[config.mk]
export PLATFORM = sky130hd
export DESIGN_NAME = float_div_cynw_cm_float_qmul_e8_m23_pipe_flat
export DESIGN_NICKNAME = d
export VERILOG_FILES = /design/src/rtl/float_div_cynw_cm_float_qmul_e8_m23_pipe_if.sv /design/src/rtl/float_div_cynw_cm_float_qmul_e8_m23_pipe.sv /design/src/flat_wrapper.sv
export SDC_FILE = /design/constraint.sdc
export NUM_CORES = 2
export LEC_CHECK = 0
export ABC_AREA = 1
export CAP_MARGIN = 20
export CORE_UTILIZATION = 30
export DETAILED_ROUTE_END_ITERATION = 10
export GPL_ROUTABILITY_DRIVEN = 0
export GPL_TIMING_DRIVEN = 0
export SLEW_MARGIN = 30
export SYNTH_ARGS = -nofsm -noshare
export SYNTH_HDL_FRONTEND = slang
export SYNTH_SLANG_ARGS = --single-unit
[constraint.sdc]
create_clock -name aclk -period 6.4 [get_ports aclk]
set_clock_uncertainty 0.1 [all_clocks]
set_input_delay 0.96 -clock aclk [delete_from_list [all_inputs] [get_ports aclk]]
set_output_delay 0.96 -clock aclk [all_outputs]
set_load 0.02 [all_outputs]
[src/rtl/float_div_cynw_cm_float_qmul_e8_m23_pipe_if.sv]
// ---------------------------------------------------------------------------
// float_div_cynw_cm_float_qmul_e8_m23_pipe_if
//
// Data bundle between the reciprocal stage and the quotient-multiply stage of
// the E8M23 float divider. It has no handshake: valid bits only.
//
//   in_vld   dividend valid, same cycle as the divisor at the reciprocal unit
//   b_sign   dividend sign
//   b_exp    dividend biased exponent
//   b_man    dividend fraction
//   x        reciprocal word: [36] sign, [35:28] biased exp, [27:0] 1.27 sig
//   out_vld  quotient valid
//   z        quotient {sign, exp[7:0], man[22:0]}
//   z_flags  {invalid, divzero, overflow, underflow}
//
// master: the producer of b/x and consumer of z.  slave: the multiply stage.
// ---------------------------------------------------------------------------
interface float_div_cynw_cm_float_qmul_e8_m23_pipe_if;
    logic        in_vld;
    logic        b_sign;
    logic [7:0]  b_exp;
    logic [22:0] b_man;
    logic [36:0] x;
    logic        out_vld;
    logic [31:0] z;
    logic [3:0]  z_flags;

    modport master (
        output in_vld, b_sign, b_exp, b_man, x,
        input  out_vld, z, z_flags
    );

    modport slave (
        input  in_vld, b_sign, b_exp, b_man, x,
        output out_vld, z, z_flags
    );
endinterface

[src/rtl/float_div_cynw_cm_float_qmul_e8_m23_pipe.sv]
// ---------------------------------------------------------------------------
// float_div_cynw_cm_float_qmul_e8_m23_pipe
//
// Final stage of the E8M23 divider: z = b * rcp(a), where x = rcp(a) comes
// from the reciprocal unit RCP_LAT cycles after b is presented. b is held in
// a matching delay line so that it meets x. Rounding is RNE; subnormal inputs
// read as zero and subnormal results flush to zero.
//
// Ports
//   aclk    clock, rising edge
//   arstn   asynchronous active-low reset
//   astall  1 = freeze every register (delay line, pipe, outputs)
//   bus     slave side of the b/x -> z bundle (see the interface file)
//
// Pipeline (non-stalled cycles): D (RCP_LAT deep) -> M1 -> M2/out.
// in_vld at cycle t gives out_vld at t + RCP_LAT + 2.
// ---------------------------------------------------------------------------
module float_div_cynw_cm_float_qmul_e8_m23_pipe #(
    parameter int RCP_LAT = 1   // legal 1..4
) (
    input  logic aclk,
    input  logic arstn,
    input  logic astall,
    float_div_cynw_cm_float_qmul_e8_m23_pipe_if.slave bus
);

    // Operand class, resolved in M1 so M2 only has to pick the result.
    typedef enum logic [2:0] {
        CLS_NORMAL,   // finite nonzero b and x: use the rounded product
        CLS_NAN,      // default quiet NaN, invalid
        CLS_INF_DZ,   // signed infinity, divzero
        CLS_INF,      // signed infinity, no flag
        CLS_ZERO      // signed zero, no flag
    } cls_e;

    // -----------------------------------------------------------------------
    // D stage: delay line for {in_vld, b}
    // -----------------------------------------------------------------------
    logic [RCP_LAT-1:0]       dl_vld_d, dl_vld_q;
    logic [RCP_LAT-1:0][31:0] dl_b_d, dl_b_q;
    logic                     d_vld;
    logic [31:0]              d_b;

    always_comb begin
        dl_vld_d[0] = bus.in_vld;
        dl_b_d[0]   = {bus.b_sign, bus.b_exp, bus.b_man};
        for (int i = 1; i < RCP_LAT; i++) begin
            dl_vld_d[i] = dl_vld_q[i-1];
            dl_b_d[i]   = dl_b_q[i-1];
        end
    end

    assign d_vld = dl_vld_q[RCP_LAT-1];
    assign d_b   = dl_b_q[RCP_LAT-1];

    // -----------------------------------------------------------------------
    // M1 stage: sign, raw product, unbiased-sum exponent, special class
    // -----------------------------------------------------------------------
    logic              m1_vld_d, m1_vld_q;
    logic              m1_sign_d, m1_sign_q;
    logic [51:0]       m1_prod_d, m1_prod_q;
    logic signed [9:0] m1_exp_d, m1_exp_q;
    cls_e              m1_cls_d, m1_cls_q;

    logic b_zero, b_inf, b_nan;
    logic x_zero, x_inf, x_nan;

    // NOTE: every always_comb output gets a value before any branch, so no
    // path can leave it unassigned and infer a latch.
    always_comb begin
        b_zero = (d_b[30:23] == 8'h00);
        b_inf  = (d_b[30:23] == 8'hFF) && (d_b[22:0] == 23'd0);
        b_nan  = (d_b[30:23] == 8'hFF) && (d_b[22:0] != 23'd0);
        x_zero = (bus.x[35:28] == 8'h00);
        x_inf  = (bus.x[35:28] == 8'hFF) && (bus.x[27:0] == 28'd0);
        x_nan  = (bus.x[35:28] == 8'hFF) && (bus.x[27:0] != 28'd0);

        m1_vld_d  = d_vld;
        m1_sign_d = d_b[31] ^ bus.x[36];
        // 1.23 times 1.27 gives a 2.50 product in [1,4).
        m1_prod_d = 52'({1'b1, d_b[22:0]}) * 52'(bus.x[27:0]);
        m1_exp_d  = $signed({2'b00, d_b[30:23]}) + $signed({2'b00, bus.x[35:28]}) - 10'sd127;

        // First match wins; the 0*inf and inf*0 forms fall out before the
        // divide-by-zero check, so that branch only sees finite nonzero b.
        m1_cls_d = CLS_NORMAL;
        if (b_nan || x_nan) begin
            m1_cls_d = CLS_NAN;
        end else if ((b_zero && x_inf) || (b_inf && x_zero)) begin
            m1_cls_d = CLS_NAN;
        end else if (x_inf && !b_inf) begin
            m1_cls_d = CLS_INF_DZ;
        end else if (b_inf || x_inf) begin
            m1_cls_d = CLS_INF;
        end else if (b_zero || x_zero) begin
            m1_cls_d = CLS_ZERO;
        end
    end

    // -----------------------------------------------------------------------
    // M2 stage: normalise, RNE round, range check, result select
    // -----------------------------------------------------------------------
    logic              out_vld_d, out_vld_q;
    logic [31:0]       z_d, z_q;
    logic [3:0]        z_flags_d, z_flags_q;

    logic [50:0]       norm;       // bits below the hidden one after normalising
    logic signed [9:0] e_norm;
    logic signed [9:0] e_rnd;
    logic              guard, rnd, sticky, round_up;
    logic [23:0]       frac_sum;   // [23] is the rounding carry-out

    always_comb begin
        norm   = m1_prod_q[51] ? m1_prod_q[50:0] : {m1_prod_q[49:0], 1'b0};
        e_norm = m1_prod_q[51] ? m1_exp_q + 10'sd1 : m1_exp_q;

        guard    = norm[27];
        rnd      = norm[26];
        sticky   = |norm[25:0];
        // Round up above half, or on an exact half when the kept LSB is odd.
        round_up = guard & (rnd | sticky | norm[28]);

        frac_sum = {1'b0, norm[50:28]} + {23'd0, round_up};
        // An all-ones fraction rolling over yields 2.0: fraction is already
        // zero, only the exponent moves.
        e_rnd    = frac_sum[23] ? e_norm + 10'sd1 : e_norm;

        out_vld_d = m1_vld_q;
        z_d       = z_q;
        z_flags_d = z_flags_q;
        if (m1_vld_q) begin
            z_flags_d = 4'b0000;
            case (m1_cls_q)
                CLS_NAN: begin
                    z_d       = 32'h7FC0_0000;
                    z_flags_d = 4'b1000;
                end
                CLS_INF_DZ: begin
                    z_d       = {m1_sign_q, 8'hFF, 23'd0};
                    z_flags_d = 4'b0100;
                end
                CLS_INF:  z_d = {m1_sign_q, 8'hFF, 23'd0};
                CLS_ZERO: z_d = {m1_sign_q, 31'd0};
                default: begin
                    if (e_rnd >= 10'sd255) begin
                        z_d       = {m1_sign_q, 8'hFF, 23'd0};
                        z_flags_d = 4'b0010;
                    end else if (e_rnd <= 10'sd0) begin
                        z_d       = {m1_sign_q, 31'd0};
                        z_flags_d = 4'b0001;
                    end else begin
                        z_d = {m1_sign_q, e_rnd[7:0], frac_sum[22:0]};
                    end
                end
            endcase
        end
    end

    // -----------------------------------------------------------------------
    // State registers
    // -----------------------------------------------------------------------
    // NOTE: non-blocking assignments keep every stage sampling the values of
    // the previous cycle, independent of statement order.
    always_ff @(posedge aclk or negedge arstn) begin
        if (!arstn) begin
            // NOTE: the delay-line payload is cleared along with its valid
            // bits so an aborted item leaves no trace after reset.
            dl_vld_q  <= '0;
            dl_b_q    <= '0;
            m1_vld_q  <= 1'b0;
            m1_sign_q <= 1'b0;
            m1_prod_q <= '0;
            m1_exp_q  <= '0;
            m1_cls_q  <= CLS_NORMAL;
            out_vld_q <= 1'b0;
            z_q       <= '0;
            z_flags_q <= '0;
        end else if (!astall) begin
            dl_vld_q  <= dl_vld_d;
            dl_b_q    <= dl_b_d;
            m1_vld_q  <= m1_vld_d;
            m1_sign_q <= m1_sign_d;
            m1_prod_q <= m1_prod_d;
            m1_exp_q  <= m1_exp_d;
            m1_cls_q  <= m1_cls_d;
            out_vld_q <= out_vld_d;
            z_q       <= z_d;
            z_flags_q <= z_flags_d;
        end
    end

    assign bus.out_vld = out_vld_q;
    assign bus.z       = z_q;
    assign bus.z_flags = z_flags_q;

endmodule

[src/flat_wrapper.sv]
// flat-port wrapper written by rule: the top's interface ports become plain ports
module float_div_cynw_cm_float_qmul_e8_m23_pipe_flat 
#(
    parameter int RCP_LAT = 1                
)
  (aclk, arstn, astall, bus_in_vld, bus_b_sign, bus_b_exp, bus_b_man, bus_x, bus_out_vld, bus_z, bus_z_flags);
  float_div_cynw_cm_float_qmul_e8_m23_pipe_if bus_i ();
  input  logic aclk;
  input  logic arstn;
  input  logic astall;
  input wire logic [$bits(bus_i.in_vld)-1:0] bus_in_vld;
  input wire logic [$bits(bus_i.b_sign)-1:0] bus_b_sign;
  input wire logic [$bits(bus_i.b_exp)-1:0] bus_b_exp;
  input wire logic [$bits(bus_i.b_man)-1:0] bus_b_man;
  input wire logic [$bits(bus_i.x)-1:0] bus_x;
  output wire logic [$bits(bus_i.out_vld)-1:0] bus_out_vld;
  output wire logic [$bits(bus_i.z)-1:0] bus_z;
  output wire logic [$bits(bus_i.z_flags)-1:0] bus_z_flags;
  assign bus_i.in_vld = bus_in_vld;
  assign bus_i.b_sign = bus_b_sign;
  assign bus_i.b_exp = bus_b_exp;
  assign bus_i.b_man = bus_b_man;
  assign bus_i.x = bus_x;
  assign bus_out_vld = bus_i.out_vld;
  assign bus_z = bus_i.z;
  assign bus_z_flags = bus_i.z_flags;
  float_div_cynw_cm_float_qmul_e8_m23_pipe #(.RCP_LAT(RCP_LAT)) u_core (.aclk(aclk), .arstn(arstn), .astall(astall), .bus(bus_i));
endmodule
# ---- Word level (Yosys, flattened, before mapping)
# Index checks and enable logic that the tools add are counted.
dict set report totals {
  regBits 137
  latchBits 0
  ramBits 0
  mem_bits_ro 0
  in_bits 73
  out_inout_bits 37
  wordCells 65
  memories 0
}
dict set report classes {
  addsub 5
  multipliers 1
  n_div 0
  order_cmp 2
  n_eq_ne 6
  shift 0
  mux 14
  n_bitwise 5
  reduce_logical 22
}
# operator count
set op_table {}
lappend op_table {{one-hot mux 32 bit (3 select lines)} 1}
lappend op_table {{2-to-1 mux 31 bit} 2}
lappend op_table {{multiplier 24 x 28 -> 52 bit} 1}
lappend op_table {{2-to-1 mux 51 bit} 1}
lappend op_table {{zero test 28 bit} 1}
lappend op_table {{nonzero test 28 bit} 1}
lappend op_table {{OR reduction 26 bit} 1}
lappend op_table {{adder 23 x 1 -> 24 bit} 1}
lappend op_table {{zero test 23 bit} 1}
lappend op_table {{nonzero test 23 bit} 1}
lappend op_table {{adder 10 x 2 -> 10 bit, second input constant} 2}
lappend op_table {{2-to-1 mux 10 bit} 2}
lappend op_table {{== test 8 bit, second input constant} 2}
lappend op_table {{zero test 8 bit} 2}
lappend op_table {{2-to-1 mux 3 bit} 5}
lappend op_table {{one-hot mux 4 bit (3 select lines)} 1}
lappend op_table {{>= comparator 10 x 9 -> 1 bit, second input constant} 1}
lappend op_table {{less-or-equal comparator 10 x 1 -> 1 bit, second input constant} 1}
lappend op_table {{subtractor 10 x 8 -> 10 bit, second input constant} 1}
lappend op_table {{adder 8 x 8 -> 9 bit} 1}
lappend op_table {{logical AND 1 bit} 7}
lappend op_table {{== test 3 x 2 -> 1 bit, second input constant} 2}
lappend op_table {{logical OR 1 bit} 4}
lappend op_table {{2-to-1 mux 4 bit} 1}
lappend op_table {{other kinds (10)} 12}

# ---- Depth between registers and ports, before layout
dict set report depth {
  ltp_word 11
  ltp_mapped 31
  mapped_depth_nobuf 29
}

# ---- Least setup slack after synthesis
# Ideal clock, no wire load.
dict set report synth_path {
  kind {input -> register}
  startpoint {in bus_x[12]}
  endpoint {reg u_core.m1_prod_q[37]}
  setup_time_ns 0.130
  arrival_ns 6.789
  t_required_ns 6.170
  slack_ns -0.619
  path_stages 27
  path_buffers 2
  path_cell_list {clkbuf_1 clkbuf_1 nand2_1 fa_1 inv_1 fa_1 inv_1 fa_1 fa_1 fa_1 inv_1 fa_1 inv_1 fa_1 inv_1 ha_1 nand2_1 nor2_1 nand4_1 o21ai_0 a21oi_1 o21ai_0 nand2_1 nand2_1 nand2_1 nand3_1 o21ai_0}
}
dict set report synth_via {
  elab_chain_len 1
}
# element line_no
set synth_lines {}
lappend synth_lines {{start: declaration} flat_wrapper.sv:15} ;# input wire logic [$bits(bus_i.x)-1:0] bus_x;
lappend synth_lines {{multiplier 24 x 28 -> 52 bit} float_div_cynw_cm_float_qmul_e8_m23_pipe.sv:81} ;# m1_prod_d = 52'({1'b1, d_b[22:0]}) * 52'(bus.x[27:0]);
lappend synth_lines {{end signal: assignment} float_div_cynw_cm_float_qmul_e8_m23_pipe.sv:183} ;# m1_prod_q <= m1_prod_d;
lappend synth_lines {{end: declaration} float_div_cynw_cm_float_qmul_e8_m23_pipe.sv:61} ;# logic [51:0] m1_prod_d, m1_prod_q;
# No other way between the ends.
# A chain may end at the register's enable or synchronous reset.

# ---- Final worst setup path
dict set report layout_path {
  startpoint {in bus_x[15]}
  endpoint {reg u_core.m1_prod_q[37]}
}
# Same word-level chain as after synthesis.

==> results.sh <==
export IMPL_status="finished with violations"
export IMPL_violations="setup timing"
export IMPL_relSlewSlack_pct=19.2
export IMPL_crit_type="primary input to flop"
export IMPL_grt_pass1_vias=28200
export IMPL_grt_first_pass_wirelength_mm=170
export IMPL_cts_root_buf="clkbuf_16"
export IMPL_pin_count=110
export IMPL_postRouteAntennaNets=0
export IMPL_min_period_over_period_pct=104
export IMPL_ys_seq_area_share_pct=11.3
export IMPL_gr_usage_all_layers_pct=22.2
export IMPL_final_area_mm2=0.0396
export IMPL_startpoint_type="primary input"
export IMPL_grt_start_max_net_pins=84
export IMPL_syn_to_final_growth_pct=30.1
export IMPL_tightest_slew_ns=1.20
export IMPL_rsz0062_at_grt="true"
export IMPL_placed_cell_area_mm2=0.0337
export IMPL_ys_ff_latch=137
export IMPL_antenna_found_initial=3
export IMPL_drt_iter0_markers=2726
export IMPL_max_freq_mhz=150
export IMPL_holdWs_ns=0.306
export IMPL_synth_main_ff_cell="dfrtp_1"
export IMPL_dieArea_mm2=0.103
export IMPL_finalWorstSetupSlack_ns=-0.246
export IMPL_synth_fp_nets=4933
export IMPL_synthDistinctLibCells=49
export IMPL_cts_htree_levels=4
export IMPL_via_per_inst=4.88
export IMPL_avgSynthCellArea_um2=7.43
export IMPL_path_clk_slew_ns=0.07
export IMPL_die_w_um=321
export IMPL_routed_wl_mm=116
export IMPL_start_util_pct=30.4
export IMPL_numPortBuffers=97
export IMPL_final_seq_area_mm2=0.00344
export IMPL_critPathArrivalTime_ns=6.87
export IMPL_vias=28200
export IMPL_r2r_end="u_core.m1_prod_q[48]"
export IMPL_drtPass1Iterations=6
export IMPL_drv_cap=0
export IMPL_hpwl_mm=86.0
export IMPL_fin_nets=5234
export IMPL_clock_sinks=137
export IMPL_drv_slew=0
export IMPL_ys_warn_count=0
export IMPL_min_path_type="primary input to asynchronous set/reset pin"
export IMPL_rr_worst_depth=27
export IMPL_worstReg2RegStart="u_core.d_b[3]"
export IMPL_end_kind="flop"
export IMPL_cts_buffers=17
export IMPL_rows=116
export IMPL_max_clock_path_buffers=2
export IMPL_postCtsHoldBufs=0
export IMPL_cp_endpoint="u_core.m1_prod_q[37]"
export IMPL_synth_enable_flop_cells=0
export IMPL_setup_viol=31
export IMPL_multiInputGateArea_mm2=0.0240
export IMPL_async_flop_share_pct=100
export IMPL_wl_per_cell_um=20.1
export IMPL_syn_area_mm2=0.0304
export IMPL_grt_overflow=0
export IMPL_core_area_mm2=0.100
export IMPL_hold_viol=0
export IMPL_synth_cells=4098
export IMPL_drc=0
export IMPL_startpoint="bus_x[15]"
export IMPL_crit_fanout=8
export IMPL_period_needed_ns=6.65
export IMPL_clock_latency_ns=0.47
export IMPL_die_h_um=321
export IMPL_worstPathRequired_ns=6.63
export IMPL_cts_tree="built"
export IMPL_post_place_ws_ns=-2.38
export IMPL_num_fill_cells=9987
export IMPL_drive_gt1_share_pct=19.4
export IMPL_r2r_slack_ns=-0.21
-- kinds of logic after synthesis --
family          count (synthesis)  share of synthesized area (%)
simple gates                 1579                           21.1
flops                         137                           11.3
buf+inv                      1315                           16.5
compound gates                276                           4.96
fa+ha+maj                     762                           45.4
xor+xnor                       29                          0.834
-- worst max-delay path, cell delays in order --
cell and delay (ns):
buf_16 0.13, clkbuf_16 0.18, nand2_2 0.07, inv_2 0.04, fa_1 0.50, fa_1 0.57, inv_1 0.07, fa_1 0.50
fa_1 0.43, fa_1 0.49, inv_1 0.05, fa_1 0.49, inv_2 0.04, fa_2 0.61, inv_2 0.07, ha_4 0.34
nand2_4 0.10, nor2_4 0.10, nand4_1 0.13, o21ai_4 0.26, a21oi_2 0.11, o21ai_2 0.23, nand2_2 0.10, nand2_1 0.07
nand2_1 0.06, nand3_2 0.07, o21ai_1 0.08
-- worst min-delay path by stage --
stage | start | endpoint | slack (ns) | cells after the start
floorplan | u_core.m1_prod_q[25] | u_core.m1_prod_q[25] | 0.34 | 2
global placement | u_core.m1_prod_q[25] | u_core.m1_prod_q[25] | 0.36 | 2
detailed placement | u_core.d_vld | u_core.m1_vld_q | 0.36 | 2
CTS | arstn | u_core.d_b[26] | 0.31 | 1
global route | arstn | u_core.d_b[26] | 0.32 | 1
finish | arstn | u_core.d_b[26] | 0.31 | 1
-- cells in the final DEF (no fill, tap or decap), types with 9 or more instances in the layout --
cell	netlist	routed
nand2_1	1180	1093
nand4_1	24	24
nand2_4	0	25
clkbuf_16	0	79
ha_1	191	159
clkdlybuf4s50_1	0	80
buf_6	7	42
clkbuf_1	145	21
nand3_2	1	31
nor2_4	3	25
or2_2	23	9
nand3_1	124	92
nor4_1	27	21
clkbuf_8	0	20
fa_2	0	41
ha_4	0	25
buf_4	4	142
nand2_2	7	64
o21ai_1	20	46
a21oi_4	0	22
xor2_1	19	18
inv_2	8	88
inv_1	1129	1048
o21ai_0	113	57
fa_1	571	530
buf_12	0	36
dfrtp_1	137	130
clkbuf_4	0	13
or2_4	0	14
a21oi_1	90	42
a21oi_2	1	27
nor2_2	9	20
buf_8	0	20
nor3_1	17	15
o21ai_2	1	26
nor2_1	151	118
-- synthesized netlist by cell type (all sizes together) (4+ instances only) --
| library cell | count | area [µm²] |
|---|---|---|
| nand2 | 1187 | 4470 |
| inv | 1138 | 4270 |
| fa | 571 | 11400 |
| ha | 191 | 2390 |
| nor2 | 163 | 657 |
| clkbuf | 145 | 544 |
| dfrtp | 137 | 3430 |
| o21ai | 134 | 674 |
| nand3 | 127 | 666 |
| a21oi | 91 | 459 |
| buf | 30 | 183 |
| nor4 | 27 | 169 |
| nand4 | 24 | 150 |
| or2 | 23 | 144 |
| xor2 | 19 | 166 |
| nor3 | 17 | 85.1 |
| xnor2 | 10 | 87.6 |
| o21a | 9 | 67.6 |
| a211oi | 8 | 60.1 |
| a31oi | 8 | 50.1 |
| nand3b | 6 | 45.0 |
| o21bai | 6 | 45.0 |
| a21o | 5 | 37.5 |
| o31ai | 4 | 30.0 |
-- layout make-up --
class / instances / share of cell area, %
antenna: 2 / 0.0126
tap: 1357 / 4.29
buffer: 175 / 6.68
clock buffer: 17 / 1.07
sequential: 137 / 8.68
inverter: 1140 / 10.8
timing repair buffer: 282 / 7.47
multi-input combinational: 2646 / 60.5
clock inverter: 15 / 0.499
-- metal layers --
layer	routed length [µm]	up-vias	GRT usage, %	share of wire, %
met1	45500	14000	28.8	39
met2	51700	1359	34.8	45
met3	11600	329	4.74	10
met5	41	-	0	0.035
li1	-	12500	-	-
met4	7020	6	11.3	6.1
-- registers in the layout, indices dropped and copies added, names as in the netlist --
name	cells
u_core.bus.out_vld	1
u_core.bus.z_flags	4
u_core.m1_prod_q	52
u_core.d_b	32
u_core.bus.z	32
u_core.m1_sign_q	1
u_core.m1_exp_q	10
u_core.m1_vld_q	1
u_core.d_vld	1
u_core.m1_cls_q	3
-- stage by stage --
step                      cells  setup TNS (ns)  utilization (%)
after floorplan            4098          -0.779                -
after global placement     5552         -281.06             33.6
after detailed placement   5553          -81.87             33.6
after CTS                  5687           -2.83             37.6
after global routing       5769           -9.42             39.5
final                      5771           -5.24             39.5
-- what timing repair did --
action | 4_1_cts | 5_1_grt
endpoints found under the setup margin | 41 | 38
pin swaps | 120 | 191
cloned | 5 | 9
endpoints found under the hold margin | 0 | 0
resized for setup | 676 | 391
buffers inserted | 97 | 73
Power is not shown: default switching activity piles up to over one toggle a cycle in this logic, so the estimate is an artifact.
